--- src/rtl/led_scan_decoder.sv ---
// led_scan_decoder
//
// Receive-side monitor for a multiplexed 4-digit seven-segment bus. The bus is
// synchronized and glitch-filtered. Each accepted digit is decoded from its
// active-low segment pattern back to a hex nibble, and the digit scan order is
// checked. Complete in-order frames are then reassembled into a 16-bit value.
//
// Ports:
//   CLOCK_IN     system clock, rising edge
//   reset        asynchronous, active-low
//   LED_BUS      [11:4] = {dp,g,f,e,d,c,b,a} active-low, [3:0] = digit select active-low
//   DATA         last complete valid frame (digit0 in [15:12])
//   DP           decimal points, 1 = lit (digit0 in [3])
//   FRAME_VALID  one-cycle pulse, DATA/DP updated in the same cycle
//   CODE_ERR     one-cycle pulse, in-order frame held an undecodable pattern
//   SEQ_ERR      one-cycle pulse, accepted digit out of scan order
//   ACTIVE       high while a frame is being acquired
//   FRAME_CNT    count of valid frames, wraps
module led_scan_decoder #(
    parameter int STABLE_CYCLES = 4
) (
    input  logic        CLOCK_IN,
    input  logic        reset,
    input  logic [11:0] LED_BUS,
    output logic [15:0] DATA,
    output logic [3:0]  DP,
    output logic        FRAME_VALID,
    output logic        CODE_ERR,
    output logic        SEQ_ERR,
    output logic        ACTIVE,
    output logic [7:0]  FRAME_CNT
);
    localparam logic [7:0] STABLE = 8'(STABLE_CYCLES);

    typedef enum logic {HUNT = 1'b0, ACQ = 1'b1} state_t;

    // {valid, nibble} for a {g..a} pattern
    function automatic logic [4:0] seg_decode(input logic [6:0] seg);
        logic [4:0] r;
        case (seg)
            7'h40: r = 5'h10;
            7'h79: r = 5'h11;
            7'h24: r = 5'h12;
            7'h30: r = 5'h13;
            7'h19: r = 5'h14;
            7'h12: r = 5'h15;
            7'h02: r = 5'h16;
            7'h78: r = 5'h17;
            7'h00: r = 5'h18;
            7'h10: r = 5'h19;
            7'h08: r = 5'h1A;
            7'h03: r = 5'h1B;
            7'h27: r = 5'h1C;
            7'h21: r = 5'h1D;
            7'h06: r = 5'h1E;
            7'h0E: r = 5'h1F;
            default: r = 5'h00;
        endcase
        return r;
    endfunction

    // {legal, digit index}; legal only when exactly one select bit is low
    function automatic logic [2:0] sel_index(input logic [3:0] sel);
        logic [2:0] r;
        case (sel)
            4'b1110: r = 3'b100;
            4'b1101: r = 3'b101;
            4'b1011: r = 3'b110;
            4'b0111: r = 3'b111;
            default: r = 3'b000;
        endcase
        return r;
    endfunction

    logic [11:0] sync_p0, sync_p1, last_p2, acc_bus_p3;
    logic [7:0]  cnt_p2;
    logic        acc_vld_p3;

    // synchronizer stages
    always_ff @(posedge CLOCK_IN or negedge reset) begin
        if (!reset) begin
            sync_p0 <= '0;
            sync_p1 <= '0;
        end else begin
            sync_p0 <= LED_BUS;
            sync_p1 <= sync_p0;
        end
    end

    // stability filter: counter saturates at STABLE so a long dwell accepts once
    always_ff @(posedge CLOCK_IN or negedge reset) begin
        if (!reset) begin
            last_p2    <= '0;
            cnt_p2     <= '0;
            acc_vld_p3 <= 1'b0;
            acc_bus_p3 <= '0;
        end else begin
            last_p2    <= sync_p1;
            acc_bus_p3 <= sync_p1;
            acc_vld_p3 <= (sync_p1 == last_p2) && (cnt_p2 == STABLE - 8'd1);
            if (sync_p1 != last_p2)
                cnt_p2 <= 8'd1;
            else if (cnt_p2 != STABLE)
                cnt_p2 <= cnt_p2 + 8'd1;
        end
    end

    // frame assembly FSM
    state_t          state, state_n;
    logic [1:0]      expect_q, expect_n;
    logic [3:0][3:0] nib_q, nib_n;
    logic [3:0]      dpl_q, dpl_n, ok_q, ok_n;
    logic [15:0]     data_n;
    logic [3:0]      dpo_n;
    logic [7:0]      cnt_n;
    logic            fv_n, ce_n, se_n;
    logic [2:0]      sel_info;
    logic [4:0]      dec;
    logic [1:0]      idx;

    always_comb begin
        sel_info = sel_index(acc_bus_p3[3:0]);
        dec      = seg_decode(acc_bus_p3[10:4]);
        idx      = sel_info[1:0];
        state_n  = state;
        expect_n = expect_q;
        nib_n    = nib_q;
        dpl_n    = dpl_q;
        ok_n     = ok_q;
        data_n   = DATA;
        dpo_n    = DP;
        cnt_n    = FRAME_CNT;
        fv_n     = 1'b0;
        ce_n     = 1'b0;
        se_n     = 1'b0;
        if (acc_vld_p3 && sel_info[2]) begin
            case (state)
                HUNT: begin
                    if (idx == 2'd0) begin
                        nib_n[0] = dec[3:0];
                        dpl_n[0] = ~acc_bus_p3[11];
                        ok_n[0]  = dec[4];
                        expect_n = 2'd1;
                        state_n  = ACQ;
                    end
                end
                ACQ: begin
                    if (idx == expect_q) begin
                        nib_n[idx] = dec[3:0];
                        dpl_n[idx] = ~acc_bus_p3[11];
                        ok_n[idx]  = dec[4];
                        expect_n   = expect_q + 2'd1;
                        if (idx == 2'd3) begin
                            state_n = HUNT;
                            if (&ok_n) begin
                                fv_n   = 1'b1;
                                data_n = {nib_n[0], nib_n[1], nib_n[2], nib_n[3]};
                                dpo_n  = {dpl_n[0], dpl_n[1], dpl_n[2], dpl_n[3]};
                                cnt_n  = FRAME_CNT + 8'd1;
                            end else begin
                                ce_n = 1'b1;
                            end
                        end
                    end else begin
                        // partial frame dropped; a digit0 restarts immediately
                        se_n  = 1'b1;
                        nib_n = '0;
                        dpl_n = '0;
                        ok_n  = '0;
                        if (idx == 2'd0) begin
                            nib_n[0] = dec[3:0];
                            dpl_n[0] = ~acc_bus_p3[11];
                            ok_n[0]  = dec[4];
                            expect_n = 2'd1;
                        end else begin
                            expect_n = 2'd0;
                            state_n  = HUNT;
                        end
                    end
                end
                default: state_n = HUNT;
            endcase
        end
    end

    always_ff @(posedge CLOCK_IN or negedge reset) begin
        if (!reset) begin
            state       <= HUNT;
            expect_q    <= '0;
            nib_q       <= '0;
            dpl_q       <= '0;
            ok_q        <= '0;
            DATA        <= '0;
            DP          <= '0;
            FRAME_CNT   <= '0;
            FRAME_VALID <= 1'b0;
            CODE_ERR    <= 1'b0;
            SEQ_ERR     <= 1'b0;
        end else begin
            state       <= state_n;
            expect_q    <= expect_n;
            nib_q       <= nib_n;
            dpl_q       <= dpl_n;
            ok_q        <= ok_n;
            DATA        <= data_n;
            DP          <= dpo_n;
            FRAME_CNT   <= cnt_n;
            FRAME_VALID <= fv_n;
            CODE_ERR    <= ce_n;
            SEQ_ERR     <= se_n;
        end
    end

    assign ACTIVE = (state == ACQ);

endmodule

--- config.mk ---
export PLATFORM = sky130hd
export DESIGN_NAME = led_scan_decoder
export DESIGN_NICKNAME = d
export VERILOG_FILES = /design/src/rtl/led_scan_decoder.sv
export SDC_FILE = /design/constraint.sdc
export NUM_CORES = 1
export LEC_CHECK = 0
export ABC_AREA = 0
export CAP_MARGIN = 10
export CORE_ASPECT_RATIO = 0.9
export CORE_MARGIN = 5
export CORE_UTILIZATION = 52
export CTS_BUF_LIST = sky130_fd_sc_hd__clkbuf_16
export DETAILED_ROUTE_END_ITERATION = 7
export PLACE_DENSITY = 0.74
export SYNTH_ARGS = -nofsm -noshare
export SYNTH_HDL_FRONTEND = slang
export SYNTH_SLANG_ARGS = --single-unit
export TNS_END_PERCENT = 5
--- constraint.sdc ---
create_clock -name CLOCK_IN -period 3.34 [get_ports CLOCK_IN]
set_input_delay 0.334 -clock CLOCK_IN [delete_from_list [all_inputs] [get_ports CLOCK_IN]]
set_output_delay 0.334 -clock CLOCK_IN [all_outputs]
set_load 0.005 [all_outputs]
==> Flow_metrics.wiki, run 1 <==
{| class="wikitable"
! Metric !! Value
|-
| CTS Root Buffer Type || sky130_fd_sc_hd__clkbuf_16
|-
| Final worst path period share || 0.838
|-
| Detailed placer's ending HPWL || 6.30 mm
|-
| Hold-fix buffers, CTS || 0
|-
| Number of gates resized after CTS || 0
|-
| Core area || 9000 um2
|-
| Met3 wire length || 526 um
|-
| Post-CTS repair timing setup buffer count || 0
|-
| Slew margin rel. || 0.386
|-
| Share of the synthesized area in the top cell type || 0.546
|-
| Vias in the first global route || ~3.1k
|-
| Pin count of the biggest net entering global routing || 53
|-
| Required arrival time at the worst endpoint || 3.57 ns
|-
| Final #Nets || 475
|-
| Number of fillers in the final layout || 750
|-
| Overall Power || 2.43 mW
|-
| Post-detailed-route via-to-cell ratio || 5.52
|-
| #FFs+latches synth || just over 100
|-
| IO buf count || 45
|-
| Number of CTS-inserted buffers || 9
|-
| Share of the yosys chip area belonging to registers || 0.546
|-
| Status || completed
|-
| Avg Inst Size Synth || between 10 and 15 um2
|-
| Cell area power density || 440 nW/um2
|-
| Arr. time, crit path || roughly 3.0 ns
|-
| Worst setup skew after layout || 0.00714 ns
|-
| Final estimated routing congestion in global placement || 0.842
|-
| H-Tree Depth || 3
|-
| Cell count after synthesis || 421
|-
| Post-synthesis to final-layout area growth || 16.8%
|-
| Worst reg-to-reg setup slack || 0.54 ns
|-
| I/O pin count || 46
|-
| Setup repair after global routing missed its margin || false
|-
| Final hold violations || 0
|-
| Antenna Diode Count || 0
|-
| Peak supply drop || between 400 and 500 uV
|-
| Number of flops mapped to enable cells by yosys || 0
|-
| Number of remaining DRC errors || 0
|-
| Overall die height || 100 um
|-
| Internal power contribution || 1.89 mW
|-
| Total of warnings raised by yosys || 0
|-
| Setup tns final || 0 ns
|-
| Starting density of the core || 0.524
|-
| Residual antenna-violating net count after detailed routing || 0
|-
| CTS sink count || a little over 100
|-
| Syn_nets || 438
|-
| WL met2 || approximately 4.2 mm
|-
| Standard-cell row count || 33
|-
| Number of buffers on the longest clock path || 2
|-
| Clk slew on worst S/H paths || 0.07 ns
|-
| Sw power || approximately 0.54 mW
|-
| Max FO, Critical Path || 23
|-
| Combinational fraction of design power || 0.044
|-
| Endpoint type of the worst setup path || flop
|-
| Most area-consuming cells after synthesis || sky130_fd_sc_hd__dfrtp_1 55%, sky130_fd_sc_hd__mux2_4 5.4%, sky130_fd_sc_hd__o21ai_0 3.4%
|-
| Register share of total power || 0.537
|-
| Total congestion overflow || 0
|-
| Drt first-iter violations || 331
|-
| Wire length of the first global-routing pass || 15.4 mm
|-
| Via total after detailed routing || ~3.2k
|-
| Total Routing Usage GR || 0.171
|-
| Cell variety after synth || 56
|-
| Proportion of layout cells with a drive suffix above 1 || 0.106
|-
| Met1 wire length || 4.08 mm
|-
| DIE AREA || about 11000 um2
|-
| Fraction of synthesis flops using an asynchronous set or reset pin || 1.00
|-
| Wirelength per Cell || 15.2 um
|-
| Highest routed metal layer || met4
|-
| Switch share || 0.223
|-
| Minimum period implied by the final worst setup slack || around 2.8 ns
|-
| Post-detailed-routing wire length || 8.88 mm
|-
| Hold WC Path Type || in2async
|-
| Number of detailed-routing iterations run before antenna repair || 6
|-
| Part of the total power dissipated in the clock network || 0.419
|-
| Leakage || 2.44 nW
|-
| Die width || around 110 um
|-
| Number of max-cap violations || 0
|-
| Number of pins exceeding their max-slew limit in the final report || 0
|-
| Most instantiated flip-flop cell in the synthesis netlist || sky130_fd_sc_hd__dfrtp_1
|-
| CTS tree || done
|-
| Actual transition at the worst max-transition pin || 0.915 ns
|-
| Setup violations, final || 0
|-
| Sort of element at the start of the critical path || flop
|-
| Clock insertion delay at the later pin of the skew report || 0.34 ns
|-
| Cell type contributing the most total cell area after synthesis || sky130_fd_sc_hd__dfrtp_1
|-
| Antenna violations before repair || 0
|-
| Timing-limited maximum frequency || 357 MHz
|-
| Cell area after technology mapping || between 4000 and 5000 um2
|-
| Critical Setup Path Class || reg2reg
|}
-- layout make-up --
cell class / count / area, um2 / share of cell area
flip-flops and latches: 103 / 2580 / 0.467
clock inverters: 6 / 62.6 / 0.0113
clock buffers: 9 / 225 / 0.0408
well taps: 122 / 153 / 0.0277
repair buffers: 49 / 478 / 0.0867
inverters: 13 / 48.8 / 0.00885
multi-input cells: 282 / 1970 / 0.357
-- power by group through the flow --
| stage | combinational (mW) | clock [mW] | sequential (mW) |
|---|---|---|---|
| after floorplan | 0.0734 | 0 | 1.30 |
| after global placement | 0.107 | 0 | 1.32 |
| after detailed placement | 0.108 | 0 | 1.33 |
| after CTS | 0.109 | 1.05 | 1.30 |
| after global routing | 0.122 | 1.09 | 1.31 |
| final | 0.107 | 1.02 | 1.30 |
-- kinds of logic (layout without fill, tap and decap cells) --
group | count (synthesis) | count (layout) | synth area share
and+or+nand+nor | 143 | 143 | 0.172
DFF | 103 | 103 | 0.546
AOI/OAI and AO/OA | 87 | 87 | 0.121
buffers and inverters | 36 | 77 | 0.0366
xor gates and xnor gates | 26 | 26 | 0.0483
muxes | 23 | 23 | 0.0676
adders and majority gates | 3 | 3 | 0.00795
-- Yosys cell counts, drive strengths merged, types with 2 or more instances --
library cell,instances
mux2i,3
a21oi,12
ha,3
nand2,39
nand3b,3
o22ai,6
nor3,7
or3b,2
and2,4
nor2,24
inv,13
xnor2,11
o21ai,34
nand4,9
or4b,2
nand2b,7
mux2,20
o221ai,3
or3,3
and3,6
nand4b,3
nor3b,4
buf,13
o21a,2
xor2,15
o2bb2ai,2
and3b,3
and4,3
nor4,8
dfrtp,103
nor2b,4
o31a,2
nand3,11
clkbuf,10
a22o,18
-- worst max-delay path, cell delays in order (launching register included) --
cell and delay (ns):
sky130_fd_sc_hd__dfrtp_1 0.63, sky130_fd_sc_hd__nor2b_1 0.27, sky130_fd_sc_hd__nand3_1 0.42, sky130_fd_sc_hd__nor3_4 0.49, sky130_fd_sc_hd__nand3_4 0.42, sky130_fd_sc_hd__mux2_4 0.43
-- flip-flops by register name, indices dropped and copies added (netlist names), 2 cells and up --
name	flops
nib_q	16
expect_q	2
DATA	16
sync_p1	12
dpl_q	4
FRAME_CNT	8
sync_p0	12
DP	4
acc_bus_p3	12
cnt_p2	8
ok_q	4
-- final timing paths --
kind	startpoint	to	cells past startpoint
worst max register to register	acc_bus_p3[2]	DATA[5]	5
worst min-delay path	reset	DATA[0]	1
worst max-delay path	acc_bus_p3[2]	DATA[5]	5
worst min register to register	sync_p0[8]	sync_p1[8]	0
max in group asynchronous	reset	FRAME_CNT[7]	2
min in group CLOCK_IN	sync_p0[8]	sync_p1[8]	0
-- metrics by stage --
| step | cells | setup WS [ns] | hold slack, ns | instance area, um2 | utilization |
|---|---|---|---|---|---|
| after floorplan | 421 | 1.23 | 0.0384 | 4720 | - |
| after global placement | 569 | 0.692 | 0.332 | 5230 | 0.581 |
| after detailed placement | 569 | 0.582 | 0.335 | 5230 | 0.581 |
| after CTS | 584 | 0.552 | 0.0333 | 5510 | 0.613 |
| after global routing | 584 | 0.335 | 0.0570 | 5510 | 0.613 |
| final | 584 | 0.543 | 0.00297 | 5510 | 0.613 |
-- placed cells by master, fill, tap and decap left out, types with 3 or more instances in the layout --
master,count
sky130_fd_sc_hd__dfrtp_1,103
sky130_fd_sc_hd__clkdlybuf4s50_1,44
sky130_fd_sc_hd__nand2_1,39
sky130_fd_sc_hd__o21ai_0,32
sky130_fd_sc_hd__nor2_1,24
sky130_fd_sc_hd__a22o_1,18
sky130_fd_sc_hd__mux2_4,17
sky130_fd_sc_hd__xor2_1,15
sky130_fd_sc_hd__inv_1,14
sky130_fd_sc_hd__a21oi_1,11
sky130_fd_sc_hd__xnor2_1,11
sky130_fd_sc_hd__nand3_1,10
sky130_fd_sc_hd__clkbuf_16,9
sky130_fd_sc_hd__nand4_1,8
sky130_fd_sc_hd__nor4_1,7
sky130_fd_sc_hd__nand2b_1,7
sky130_fd_sc_hd__and3_1,6
sky130_fd_sc_hd__o22ai_1,6
sky130_fd_sc_hd__nor3_1,5
sky130_fd_sc_hd__buf_4,5
sky130_fd_sc_hd__and2_1,4
sky130_fd_sc_hd__nor3b_1,4
sky130_fd_sc_hd__nor2b_1,4
sky130_fd_sc_hd__nand4b_1,3
sky130_fd_sc_hd__nand3b_1,3
sky130_fd_sc_hd__and3b_1,3
sky130_fd_sc_hd__or3_1,3
sky130_fd_sc_hd__and4_1,3
sky130_fd_sc_hd__mux2i_1,3
sky130_fd_sc_hd__o221ai_1,3
sky130_fd_sc_hd__mux2_2,3
sky130_fd_sc_hd__ha_1,3
-- per-layer routing --
layer | vias to the layer above | global-route usage
met5 | - | 0
met4 | 0 | 0.0540
met3 | 12 | 0.0536
met2 | 95 | 0.273
met1 | 1546 | 0.226
li1 | 1570 | -
(Power assumes the default switching activity.)
==> run 2, diff against run 1 <==
--- a/config.mk
+++ b/config.mk
@@ -9,10 +9,10 @@
 export CAP_MARGIN = 10
 export CORE_ASPECT_RATIO = 0.9
 export CORE_MARGIN = 5
-export CORE_UTILIZATION = 52
+export CORE_UTILIZATION = 51
 export CTS_BUF_LIST = sky130_fd_sc_hd__clkbuf_16
 export DETAILED_ROUTE_END_ITERATION = 7
-export PLACE_DENSITY = 0.74
+export PLACE_DENSITY = 0.75
 export SYNTH_ARGS = -nofsm -noshare
 export SYNTH_HDL_FRONTEND = slang
 export SYNTH_SLANG_ARGS = --single-unit
==> constraint.sdc (replaced) <==
create_clock -name CLOCK_IN -period 2.5 [get_ports CLOCK_IN]
set_input_delay 0.25 -clock CLOCK_IN [delete_from_list [all_inputs] [get_ports CLOCK_IN]]
set_output_delay 0.25 -clock CLOCK_IN [all_outputs]
set_load 0.005 [all_outputs]
==> Flow_metrics.wiki, run 2 (same netlist as run 1, synthesis figures left out) <==
{| class="wikitable"
! Metric !! Value
|-
| Category of cells accounting for the largest share of critical-path delay || compound AO/OA/AOI/OAI gates
|-
| Clock insertion delay at the later pin of the skew report || 0.34 ns
|-
| Number of detailed-routing iterations run before antenna repair || 4
|-
| Timing-limited maximum frequency || 416 MHz
|-
| Crit path largest cell delay || about 0.65 ns
|-
| Total Routing Usage GR || 0.172
|-
| Worst reg-to-reg setup slack || between 0.09 and 0.1 ns
|-
| Worst setup skew after layout || approximately 0.0070 ns
|-
| IO buf count || 45
|-
| Area of the multi-input gates || 1970 um2
|-
| Combinational fraction of design power || 0.051
|-
| Number of CTS-inserted buffers || 9
|-
| Vias in the first global route || 3316
|-
| Endpoint type of the worst setup path || flop
|-
| Placed cell count || 583
|-
| Residual antenna-violating net count after detailed routing || 0
|-
| Number of pins exceeding their max-slew limit in the final report || 0
|-
| CTS tree || done
|-
| Hold WC Path Type || in2reg
|-
| Wirelength per Cell || 15.5 um
|-
| Largest regs || DATA (16), nib_q (16)
|-
| Leakage || 2.53 nW
|-
| Number of cells on the critical path || 6
|-
| Sw power || 0.715 mW
|-
| Switch share || 0.213
|-
| Clk slew on worst S/H paths || 0.07 ns
|-
| Starting density of the core || 0.520
|-
| Area used by sequential logic in the layout || ~2600 um2
|-
| Final worst path period share || 0.961
|-
| Wire length of the first global-routing pass || 15.7 mm
|-
| Proportion of layout cells with a drive suffix above 1 || 0.134
|-
| Antenna Diode Count || 0
|-
| Number of fillers in the final layout || 748
|-
| Arr. time, crit path || 2.63 ns
|-
| Crit path buffers/inverters || 0
|-
| Crit Reg-Reg Endpoint || nib_q[7]
|-
| Cell area power density || 590 nW/um2
|-
| Worst r2r src || acc_bus_p3[2]
|-
| H-Tree Depth || 3
|-
| Number of buffers on the longest clock path || 2
|-
| Pin count of the biggest net entering global routing || 61
|-
| CTS sink count || 103
|-
| Setup violations, final || 0
|-
| Final hold violations || 0
|-
| Required arrival time at the worst endpoint || 2.73 ns
|-
| Overall die height || 101 um
|-
| Part of the total power dissipated in the clock network || 0.433
|-
| Final #Nets || 490
|-
| Post-detailed-route via-to-cell ratio || 5.58
|-
| Internal power contribution || 2.64 mW
|-
| Total congestion overflow || 0
|-
| I/O pin count || 46
|-
| Timing endpoint of the critical path || nib_q[7]
|-
| Number of max-cap violations || 0
|-
| Register share of total power || 0.516
|-
| Detailed placer's ending HPWL || 6.40 mm
|-
| Die width || 111 um
|-
| Post-CTS repair timing setup buffer count || 0
|-
| Top library cells by usage in the layout, fill and taps aside || 102 x sky130_fd_sc_hd__dfrtp_1, 44 x sky130_fd_sc_hd__clkdlybuf4s50_1, 39 x sky130_fd_sc_hd__nand2_1
|-
| Max FO, Critical Path || 17
|-
| Critical Setup Path Class || reg2reg
|-
| DIE AREA || 11300 um2
|-
| Post-layout instance area || around 5700 um2
|-
| CP Launch Point || acc_bus_p3[2]
|-
| Final estimated routing congestion in global placement || 0.842
|-
| Cell repeated most along the worst path || sky130_fd_sc_hd__nor2_1
|-
| Most common cell after layout, fill and taps aside || sky130_fd_sc_hd__dfrtp_1
|-
| Finished Layout Cells || 599
|-
| Setup repair after global routing missed its margin || true
|-
| Core area || around 9100 um2
|-
| Final hold slack || between 0.3 and 0.4 ns
|-
| Post-synthesis to final-layout area growth || 20.3%
|-
| Drt first-iter violations || 231
|-
| Minimum period implied by the final worst setup slack || between 2 and 2.5 ns
|-
| Standard-cell row count || 33
|-
| CTS Root Buffer Type || sky130_fd_sc_hd__clkbuf_16
|-
| Peak supply drop || 398 uV
|-
| CP cell instances || a21oi_1, nor3_2, nor2_1, nor2_1, o221ai_1, a22o_1
|-
| Via total after detailed routing || 3341
|-
| Cell with the biggest individual delay on the critical path || sky130_fd_sc_hd__dfrtp_1
|-
| Depth of the worst register-to-register path || 6
|-
| Status || completed
|-
| Post-detailed-routing wire length || 9.26 mm
|-
| Sort of element at the start of the critical path || flop
|-
| Number of remaining DRC errors || 0
|-
| Overall Power || 3.35 mW
|-
| Slew margin rel. || 0.497
|-
| Antenna violations before repair || 0
|-
| Placement-stage cell area || 5360 um2
|-
| Setup tns final || 0 ns
|-
| Actual transition at the worst max-transition pin || 0.755 ns
|}
run 2: per-stage QoR:
stage / setup slack (ns) / utilization
6_report: 0.0964 / 0.625
5_1_grt: -0.104 / 0.625
4_1_cts: 0.137 / 0.625
3_5_place_dp: 0.164 / 0.590
3_3_place_gp: 0.170 / 0.590
2_1_floorplan: 0.389 / -
run 2: cell type report:
type / count / share of cell area
clock buffers: 9 / 0.0397
clock inverters: 6 / 0.0152
inverters: 13 / 0.00859
multi-input cells: 282 / 0.347
flip-flops and latches: 103 / 0.454
well taps: 122 / 0.0269
repair buffers: 64 / 0.109
run 2: per-layer routing:
layer  global-route usage  routed length [um]
met5                    0                   0
met4               0.0655                 122
met3               0.0406                 559
met2                0.293                4430
met1                0.216                4150
run 2: power by group through the flow:
stage	clock network [mW]	registers, mW	logic (mW)
final	1.45	1.73	0.170
after floorplan	0	1.74	0.0980
after CTS	1.49	1.73	0.173
after global routing	1.54	1.73	0.191
after global placement	0	1.76	0.169
after detailed placement	0	1.76	0.170
run 2: worst min path at each step:
stage,depth (start not counted),to,startpoint,slack (ns)
finish,1,sync_p0[3],LED_BUS[3],0.35
CTS,1,sync_p0[11],LED_BUS[11],0.34
global placement,0,sync_p1[10],sync_p0[10],0.33
floorplan,0,ACTIVE,reset,-0.05
global route,1,sync_p0[11],LED_BUS[11],0.34
detailed placement,0,sync_p1[1],sync_p0[1],0.33
run 2: what timing repair did:
action,4_1_cts,5_1_grt
endpoints found under the hold margin,6,0
hold buffers,1,0
endpoints found under the setup margin,0,26
resized for setup,0,1
==> run 3, diff against run 2 <==
--- a/config.mk
+++ b/config.mk
@@ -12,6 +12,7 @@
 export CORE_UTILIZATION = 51
 export CTS_BUF_LIST = sky130_fd_sc_hd__clkbuf_16
 export DETAILED_ROUTE_END_ITERATION = 7
+export MAX_ROUTING_LAYER = met4
 export PLACE_DENSITY = 0.75
 export SYNTH_ARGS = -nofsm -noshare
 export SYNTH_HDL_FRONTEND = slang
==> Flow_metrics.wiki, run 3 (same netlist as run 1, synthesis figures left out) <==
{| class="wikitable"
! Metric !! Value
|-
| Via total after detailed routing || 3354
|-
| Die width || 111 um
|-
| Arr. time, crit path || roughly 2.6 ns
|-
| Number of remaining DRC errors || 0
|-
| Proportion of layout cells with a drive suffix above 1 || 0.138
|-
| Most common cell after layout, fill and taps aside || sky130_fd_sc_hd__dfrtp_1
|-
| Setup tns final || 0 ns
|-
| Clk slew on worst S/H paths || 0.07 ns
|-
| Final hold violations || 0
|-
| Crit Reg-Reg Endpoint || nib_q[7]
|-
| Timing-limited maximum frequency || 431 MHz
|-
| Status || completed
|-
| IO buf count || 45
|-
| Core Util, Final || 0.620
|-
| Number of max-cap violations || 0
|-
| Placed cell count || 583
|-
| Post-detailed-routing wire length || 9.37 mm
|-
| Post-detailed-route via-to-cell ratio || between 5 and 6
|-
| Wire length of the first global-routing pass || 15.8 mm
|-
| Drt first-iter violations || 218
|-
| Post-synthesis to final-layout area growth || 19.3%
|-
| Top library cells by usage in the layout, fill and taps aside || 101 x sky130_fd_sc_hd__dfrtp_1, 44 x sky130_fd_sc_hd__clkdlybuf4s50_1, 39 x sky130_fd_sc_hd__nand2_1
|-
| Depth of the worst register-to-register path || 6
|-
| Clock insertion delay at the later pin of the skew report || 0.34 ns
|-
| Vias in the first global route || 3257
|-
| DIE AREA || 11300 um2
|-
| Final worst path period share || 0.929
|-
| Cell area power density || around 570 nW/um2
|-
| H-Tree Depth || 3
|-
| I/O pin count || 46
|-
| Setup slack after layout || ~0.18 ns
|-
| Number of fillers in the final layout || 745
|-
| Residual antenna-violating net count after detailed routing || 0
|-
| Post-CTS repair timing setup buffer count || 0
|-
| Setup repair after global routing missed its margin || true
|-
| Starting density of the core || 0.520
|-
| Leakage || 2.51 nW
|-
| Number of detailed-routing iterations run before antenna repair || 4
|-
| Antenna Diode Count || 0
|-
| Overall Power || 3.20 mW
|-
| Number of buffers on the longest clock path || 2
|-
| Critical Setup Path Class || reg2reg
|-
| CTS tree || done
|-
| CTS sink count || 103
|-
| Total Routing Usage GR || 0.179
|-
| Number of pins exceeding their max-slew limit in the final report || 0
|-
| Final #Nets || just under 500
|-
| Sort of element at the start of the critical path || flop
|-
| Max FO, Critical Path || 13
|-
| Area used by sequential logic in the layout || about 2600 um2
|-
| Standard-cell row count || 33
|-
| Hold WC Path Type || in2async
|-
| Largest regs || DATA (16), nib_q (16)
|-
| Peak supply drop || 490 uV
|-
| Pin count of the biggest net entering global routing || 71
|-
| Detailed placer's ending HPWL || around 6.6 mm
|-
| Hold-fix buffers, CTS || 0
|-
| CTS Root Buffer Type || sky130_fd_sc_hd__clkbuf_16
|-
| Worst reg-to-reg setup slack || 0.18 ns
|-
| Worst setup skew after layout || 0.00856 ns
|-
| Minimum period implied by the final worst setup slack || 2.32 ns
|-
| Number of CTS-inserted buffers || 9
|-
| Total congestion overflow || 0
|-
| Slew margin rel. || 0.413
|-
| Required arrival time at the worst endpoint || 2.73 ns
|-
| Setup violations, final || 0
|-
| Antenna violations before repair || 0
|-
| Endpoint type of the worst setup path || flop
|-
| Overall die height || between 100 and 150 um
|-
| Worst r2r src || acc_bus_p3[3]
|-
| Area of the multi-input gates || 1970 um2
|-
| Finished Layout Cells || between 500 and 600
|-
| Wirelength per Cell || 15.6 um
|-
| Final estimated routing congestion in global placement || 0.853
|-
| Actual transition at the worst max-transition pin || approximately 0.88 ns
|-
| Core area || 9080 um2
|-
| Worst-case setup slack after placement || about 0.12 ns
|}
==> run 3: changes by cell type in the layout (fill, tap and decap cells not counted), sizes merged <==
cell         delta
clkinvlp        +1
bufinv          -2
inv             +1
dlygate4sd3     -1
clkinv          +1
==> run 3: repair_timing <==
item                                   in CTS  in global routing
endpoints found under the hold margin       0                  0
gates resized for setup                     0                  2
setup endpoints to repair                   0                 19
==> run 3: per-layer routing <==
layer,part of all wire,vias to the layer above,GRT usage
met4,0.013,0,0.0589
met3,0.046,13,0.0418
met5,0,-,-
met1,0.46,1648,0.232
li1,-,1604,-
met2,0.48,89,0.282
==> run 3: how the worst max path moves through the flow <==
stage | start | to | cells past startpoint
5_1_grt | acc_bus_p3[2] | ok_q[2] | 6
3_3_place_gp | acc_bus_p3[4] | DATA[4] | 7
4_1_cts | acc_bus_p3[4] | DATA[7] | 7
3_5_place_dp | acc_bus_p3[4] | DATA[7] | 7
2_1_floorplan | acc_bus_p3[10] | DATA[0] | 8
6_report | acc_bus_p3[3] | nib_q[7] | 6
==> run 3: power breakdown <==
group	leakage [nW]	switching, mW	total (mW)	internal [mW]
clock	0.137	0.623	1.30	0.677
combinational	1.02	0.101	0.169	0.0677
sequential	1.35	0.0321	1.73	1.69
==> run 3: critical path, cell delays in order (launching register included) <==
cell                       delay, ns
sky130_fd_sc_hd__dfrtp_1        0.52
sky130_fd_sc_hd__and3_1         0.29
sky130_fd_sc_hd__nor3_2         0.21
sky130_fd_sc_hd__nor2_1         0.09
sky130_fd_sc_hd__nor2_1         0.34
sky130_fd_sc_hd__o221ai_1       0.41
sky130_fd_sc_hd__a22o_1         0.35
==> run 3: layout make-up <==
class,count,share of cell area
Sequential cell,103,0.458
Clock inverter,7,0.00844
Inverter,13,0.00866
Multi-Input combinational cell,282,0.350
Timing Repair Buffer,63,0.108
Clock buffer,9,0.0400
Tap cell,122,0.0271
==> run 3: per-stage QoR <==
| stage | hold WS (ns) | area, um2 |
|---|---|---|
| CTS | 0.0483 | 5630 |
| floorplan | -0.0456 | 4720 |
| global placement | 0.332 | 5360 |
| global route | 0.0941 | 5630 |
| finish | 0.0208 | 5630 |
| detailed placement | 0.335 | 5360 |
